<file path="config.mk">
export PLATFORM = sky130hd
export DESIGN_NAME = elevator_request_latch
export DESIGN_NICKNAME = d
export VERILOG_FILES = /design/src/rtl/elevator_pkg.sv /design/src/rtl/key_debounce.sv /design/src/rtl/elevator_request_latch.sv
export SDC_FILE = /design/constraint.sdc
export NUM_CORES = 1
export LEC_CHECK = 0
export ABC_AREA = 1
export CAP_MARGIN = 20
export CORE_MARGIN = 5
export CORE_UTILIZATION = 37
export CTS_CLUSTER_DIAMETER = 150
export DETAILED_ROUTE_END_ITERATION = 8
export HOLD_SLACK_MARGIN = 0.15
export PLACE_DENSITY = 0.6
export RECOVER_POWER = 25
export SKIP_LAST_GASP = 1
export SLEW_MARGIN = 10
export SYNTH_ARGS = -nofsm -noshare
export SYNTH_HDL_FRONTEND = slang
export SYNTH_SLANG_ARGS = --single-unit
export TNS_END_PERCENT = 50
</file>
<file path="constraint.sdc">
create_clock -name CLK -period 1.7 [get_ports CLK]
set_input_delay 0.34 -clock CLK [delete_from_list [all_inputs] [get_ports CLK]]
set_output_delay 0.34 -clock CLK [all_outputs]
set_load 0.02 [all_outputs]
</file>
<file path="src/rtl/elevator_pkg.sv">
// Shared constants, floor type and dwell FSM encoding for the elevator request path.
package elevator_pkg;

    localparam int FLOORS    = 10;
    localparam int FLOOR_MIN = 1;
    localparam int FLOOR_MAX = 10;

    typedef logic [3:0] floor_t;

    typedef enum logic {
        IDLE  = 1'b0,
        DWELL = 1'b1
    } dwell_state_t;

endpackage

</file>
<file path="src/rtl/key_debounce.sv">
// One-key 2-flop synchronizer plus sample-counting debouncer driven by a shared tick.
// Latency: 2 sync cycles, then DEB_SAMPLES ticks of a stable level before key_level toggles.
// Backpressure: none; free-running.
module key_debounce
    import elevator_pkg::*;
#(
    parameter int DEB_SAMPLES = 4
) (
    input  logic clk,
    input  logic rst_n,
    input  logic tick,
    input  logic key_raw,
    output logic key_level
);

    localparam int CW = $clog2(DEB_SAMPLES + 1);

    logic          sync1;
    logic          sync2;
    logic [CW-1:0] cnt;

    always_ff @(posedge clk or negedge rst_n) begin
        if (!rst_n) begin
            sync1     <= 1'b0;
            sync2     <= 1'b0;
            cnt       <= '0;
            key_level <= 1'b0;
        end else begin
            sync1 <= key_raw;
            sync2 <= sync1;
            if (tick) begin
                if (sync2 != key_level) begin
                    // The DEB_SAMPLES-th consecutive differing sample flips the level.
                    if (cnt == CW'(DEB_SAMPLES - 1)) begin
                        key_level <= ~key_level;
                        cnt       <= '0;
                    end else begin
                        cnt <= cnt + 1'b1;
                    end
                end else begin
                    cnt <= '0;
                end
            end
        end
    end

endmodule

</file>
<file path="src/rtl/elevator_request_latch.sv">
// Debounces ten floor keys into a pending-request vector, serves a floor with a timed door dwell.
// Latency: buttons set 1 cycle after key_level rises; door_open rises 1 cycle after a floor match.
// Backpressure: none. Optional macro ELEV_REQ_CANCEL_EN enables toggle-to-cancel of pending floors.
module elevator_request_latch
    import elevator_pkg::*;
#(
    parameter int DEB_DIV      = 1000,
    parameter int DEB_SAMPLES  = 4,
    parameter int DWELL_CYCLES = 50000
) (
    input  logic              CLK,
    input  logic              RST_N,
    input  logic [FLOORS-1:0] key_in,
    input  floor_t            Layer,
    output logic [FLOORS-1:0] buttons,
    output logic              door_open,
    output logic [FLOORS-1:0] key_level
);

    localparam int DIVW = $clog2(DEB_DIV + 1);
    localparam int DCW  = $clog2(DWELL_CYCLES + 1);

    logic [DIVW-1:0]   div_cnt;
    logic              tick;
    logic [FLOORS-1:0] key_level_d;
    logic [FLOORS-1:0] rise;
    logic [FLOORS-1:0] set_vec;
    logic [FLOORS-1:0] clr_vec;
    logic [FLOORS-1:0] hold_mask;
    logic [FLOORS-1:0] buttons_nxt;

    dwell_state_t   state, state_nxt;
    floor_t         served, served_nxt;
    logic [DCW-1:0] dwell_cnt, dwell_cnt_nxt;
    logic           hit;
    floor_t         hit_idx;

    assign tick = (div_cnt == DIVW'(DEB_DIV - 1));

    always_ff @(posedge CLK or negedge RST_N) begin
        if (!RST_N) begin
            div_cnt <= '0;
        end else if (tick) begin
            div_cnt <= '0;
        end else begin
            div_cnt <= div_cnt + 1'b1;
        end
    end

    for (genvar g = 0; g < FLOORS; g++) begin : g_key
        key_debounce #(
            .DEB_SAMPLES(DEB_SAMPLES)
        ) u_deb (
            .clk      (CLK),
            .rst_n    (RST_N),
            .tick     (tick),
            .key_raw  (key_in[g]),
            .key_level(key_level[g])
        );
    end

    assign rise = key_level & ~key_level_d;

    // Layer values outside FLOOR_MIN..FLOOR_MAX find no bit and never match.
    always_comb begin
        hit     = 1'b0;
        hit_idx = '0;
        for (int i = 0; i < FLOORS; i++) begin
            if (Layer == floor_t'(i + FLOOR_MIN) && buttons[i]) begin
                hit     = 1'b1;
                hit_idx = floor_t'(i);
            end
        end
    end

    always_comb begin
        state_nxt     = state;
        served_nxt    = served;
        dwell_cnt_nxt = dwell_cnt;
        clr_vec       = '0;
        hold_mask     = '0;
        door_open     = 1'b0;
        case (state)
            IDLE: begin
                if (hit) begin
                    state_nxt     = DWELL;
                    served_nxt    = hit_idx;
                    dwell_cnt_nxt = DCW'(DWELL_CYCLES - 1);
                end
            end
            DWELL: begin
                door_open = 1'b1;
                for (int i = 0; i < FLOORS; i++) begin
                    hold_mask[i] = (served == floor_t'(i));
                end
                if (dwell_cnt == '0) begin
                    state_nxt = IDLE;
                    clr_vec   = hold_mask;
                end else begin
                    dwell_cnt_nxt = dwell_cnt - 1'b1;
                end
            end
            default: state_nxt = IDLE;
        endcase
    end

    // Presses of the floor being served are dropped so the dwell-end clear is final.
    assign set_vec = rise & ~hold_mask;

`ifdef ELEV_REQ_CANCEL_EN
    assign buttons_nxt = (buttons | (set_vec & ~buttons)) & ~(clr_vec | (set_vec & buttons));
`else
    assign buttons_nxt = (buttons | set_vec) & ~clr_vec;
`endif

    always_ff @(posedge CLK or negedge RST_N) begin
        if (!RST_N) begin
            state       <= IDLE;
            served      <= '0;
            dwell_cnt   <= '0;
            key_level_d <= '0;
            buttons     <= '0;
        end else begin
            state       <= state_nxt;
            served      <= served_nxt;
            dwell_cnt   <= dwell_cnt_nxt;
            key_level_d <= key_level;
            buttons     <= buttons_nxt;
        end
    end

endmodule

</file>
==> results.tsv <==
metric	value	unit
failing checks	setup timing	
Post-Route Utilization	45.16	%
Clock transition at path regs	0.08	ns
WP buf/inv	1	
status	finished with violations	
Max-slew headroom	46.87	%
Setup Viol. Count Final	4	
leakage	3.240	nW
yosys warns	0	
max incr delay on CP	0.63	ns
Min Clock Period, post-route	1.721	ns
CTS tree	done	
vias per cell	4.704	
number of global-route vias before repair	3891	
DR vias	3810	
final non-filler cell area	0.006028	mm²
Hold Crit Class	flop to flop	
Min-Delay Endpoint	g_key[6].u_deb.sync2$_DFF_PN0_	
Seq cells post-synth	111	
Core Region	0.01335	mm²
Clock Skew	0.008403	ns
row count	42	
Synth cell types	37	
n_diodes	0	
GRT Total Usage	13.95	%
cell family with most CP delay	buffers and inverters	
Design Power	5.003	mW
DRT Wirelength	10.54	mm
post-synthesis adder-cell area fraction	2.960	%
Inst Count DP	793	
dpl hpwl	7.609	mm
final hold violation count	0	
Reg2Reg Launch Point	dwell_cnt[6]$_DFFE_PN0P_	
htree depth	3	
Nets	657	
chip width	127.1	µm
full die area	0.01615	mm²
Net Count, Synth	612	
GP Congestion	0.8182	
I/O Pins	37	
Synth-to-Final Area Change	18.85	%
Worst-Margin Slew	0.7970	ns
Die Height	127.1	µm
fin crit share	101.2	%
largest family of logic cells by synthesized area	simple AND/OR/NAND/NOR gates	
Critical Path RT	1.36	ns
global route total overflow	0	
CP Data Arrival Time	1.38	ns
Peak VDD IR	465.4	µV
xor/xnor cell area share of the yosys netlist	2.417	%
Final Non-Filler Cells	810	
crit start category	flop	
first-pass GRT wire length	18.29	mm
leading cell type in the layout, fill and taps excluded	nand2_1	
Hold Path Stages	0	
share of post-route cells with drive strength above 1	8.517	%
DR iter-0 viols	254	
CP Capture Type	primary output	
largest net degree at the start of global routing	67	
Final WS setup	-0.02103	ns
Max Clk Rate	581.0	MHz
worst reg2reg setup slack	0.11	ns
max-cap viol count	0	
DRC viols	0	
CTS Sinks	111	
Crit Path Category	flop to primary output	
critical-path cell list	clkdlybuf4s50_1	
Slew Limit Fails	0	
average wire per standard cell	13.01	µm
PortBufs	36	
initial core utilization	38.00	%
slowest stage cell on the critical path	clkdlybuf4s50_1	
clock latency on the worst-skew pair	0.35	ns
iteration count of the initial detailed-routing pass	4	
cell count after synthesis	584	
crit-path max FO	4	
Post-Synth Simple-Gate Area	25.58	%
post-synthesis mux area share	0	%
CTS max path bufs	2	
Root Buffer	clkbuf_16	
Hold WS	0.3502	ns
pwr dens	830.0	mW/mm²
unrepaired setup endpoints after global routing	true	
Final ANT Viol Nets	0	
average cell area after synthesis	8.686	µm²
CTS buffer count	9	
dpl cell area	0.005674	mm²
hold_sp	g_key[6].u_deb.sync1$_DFF_PN0_	
Reg-to-Reg End	dwell_cnt[14]$_DFFE_PN0P_	
antenna violations before repair	0	
post-synthesis instance area	0.005072	mm²
Compound-Gate Fraction of Synth Area	6.537	%
Worst Reg2Reg Path Length in Cells	8	
sequential share of the synthesized area	54.76	%
most frequent cells in the layout	nand2_1, dfrtp_1, nor2_1	
==> area by class of cell <==
cell class | count | area, µm²
fillers | 1330 | 7320
clock inverters | 7 | 88.84
inverters | 71 | 271.5
multi-input cells | 384 | 1938
flip-flops and latches | 111 | 2778
repair buffers | 52 | 506.7
clock buffers | 9 | 225.2
well taps | 176 | 220.2
==> flip-flops by register name, summed over array words and instances (netlist names) <==
register and count:
state 1, g_key.u_deb.sync2 10, g_key.u_deb.sync1 10, dwell_cnt 16, g_key.u_deb.cnt 30, g_key.u_deb.key_level 10, key_level_d 10, served 4
buttons 10, div_cnt 10
==> where the power goes <==
part | total (mW) | internal [mW] | switching [mW]
Clock | 2.20 | 1.18 | 1.02
Sequential | 2.67 | 2.66 | 0.0118
Combinational | 0.129 | 0.0456 | 0.0838
Total | 5.00 | 3.88 | 1.12
==> worst max path at each step <==
stage	from	end	slack, ns	cells past startpoint
floorplan	div_cnt[0]$_DFF_PN0_	g_key[0].u_deb.key_level$_DFFE_PN0P_	0.22	6
global placement	Layer[2]	served[0]$_DFFE_PN0P_	-0.17	11
detailed placement	Layer[2]	served[0]$_DFFE_PN0P_	-0.29	11
CTS	g_key[2].u_deb.key_level$_DFFE_PN0P_	key_level[2]	-0.06	1
global route	buttons[3]$_DFF_PN0_	buttons[3]	-0.07	1
finish	g_key[0].u_deb.key_level$_DFFE_PN0P_	key_level[0]	-0.02	1
==> synth_stat cells <==
| cell | count | area share [%] |
|---|---|---|
| a211oi_1 | 1 | 0.15 |
| a21boi_0 | 4 | 0.59 |
| a21oi_1 | 5 | 0.49 |
| a22o_1 | 1 | 0.17 |
| a31oi_1 | 1 | 0.12 |
| and2_1 | 1 | 0.12 |
| buf_2 | 5 | 0.49 |
| buf_4 | 10 | 1.5 |
| buf_6 | 2 | 0.44 |
| clkbuf_1 | 1 | 0.074 |
| dfrtp_1 | 111 | 55 |
| ha_1 | 12 | 3.0 |
| inv_1 | 68 | 5.0 |
| inv_2 | 3 | 0.22 |
| nand2_1 | 138 | 10 |
| nand2_2 | 4 | 0.49 |
| nand3_1 | 46 | 4.5 |
| nand3_2 | 1 | 0.20 |
| nand3b_1 | 4 | 0.59 |
| nand3b_2 | 1 | 0.22 |
| nand4_1 | 4 | 0.49 |
| nor2_1 | 83 | 6.1 |
| nor2_2 | 1 | 0.12 |
| nor2b_1 | 1 | 0.12 |
| nor3_1 | 12 | 1.2 |
| nor3_2 | 2 | 0.39 |
| nor3_4 | 1 | 0.32 |
| nor4_4 | 1 | 0.42 |
| o211ai_1 | 1 | 0.15 |
| o21a_1 | 5 | 0.74 |
| o21ai_0 | 25 | 2.5 |
| o21ai_1 | 12 | 1.2 |
| o21ai_2 | 1 | 0.17 |
| o22ai_1 | 1 | 0.12 |
| o32ai_1 | 1 | 0.17 |
| xnor2_1 | 6 | 1.0 |
| xor2_1 | 8 | 1.4 |
==> stage by stage <==
step / setup slack [ns] / setup TNS, ns
final: -0.02103 / -0.05797
after global routing: -0.07469 / -0.5344
after CTS: -0.06384 / -0.4300
after detailed placement: -0.2879 / -4.611
after global placement: -0.1672 / -2.505
after floorplan: 0.2152 / 0
==> metal layers <==
| metal | routed length, µm | track usage [%] | up-vias |
|---|---|---|---|
| li1 | - | - | 1932 |
| met1 | 4717 | 17.25 | 1826 |
| met2 | 5373 | 24.22 | 45 |
| met3 | 339 | 3.589 | 7 |
| met4 | 108 | 3.912 | 0 |
| met5 | 0 | 0 | - |
==> kinds of logic after synthesis <==
logic type	count (synthesis)
simple gates	300
flops	111
buf+inv	89
compound gates	58
xor+xnor	14
fa+ha+maj	12
==> timing repair <==
action,4_1_cts,5_1_grt
endpoints found under the hold margin,45,0
endpoints found under the setup margin,22,46
pin swaps,0,0
buffers inserted,0,0
gates resized for setup,11,23
hold buffers,1,0
Power figures use the tool's default switching activity.
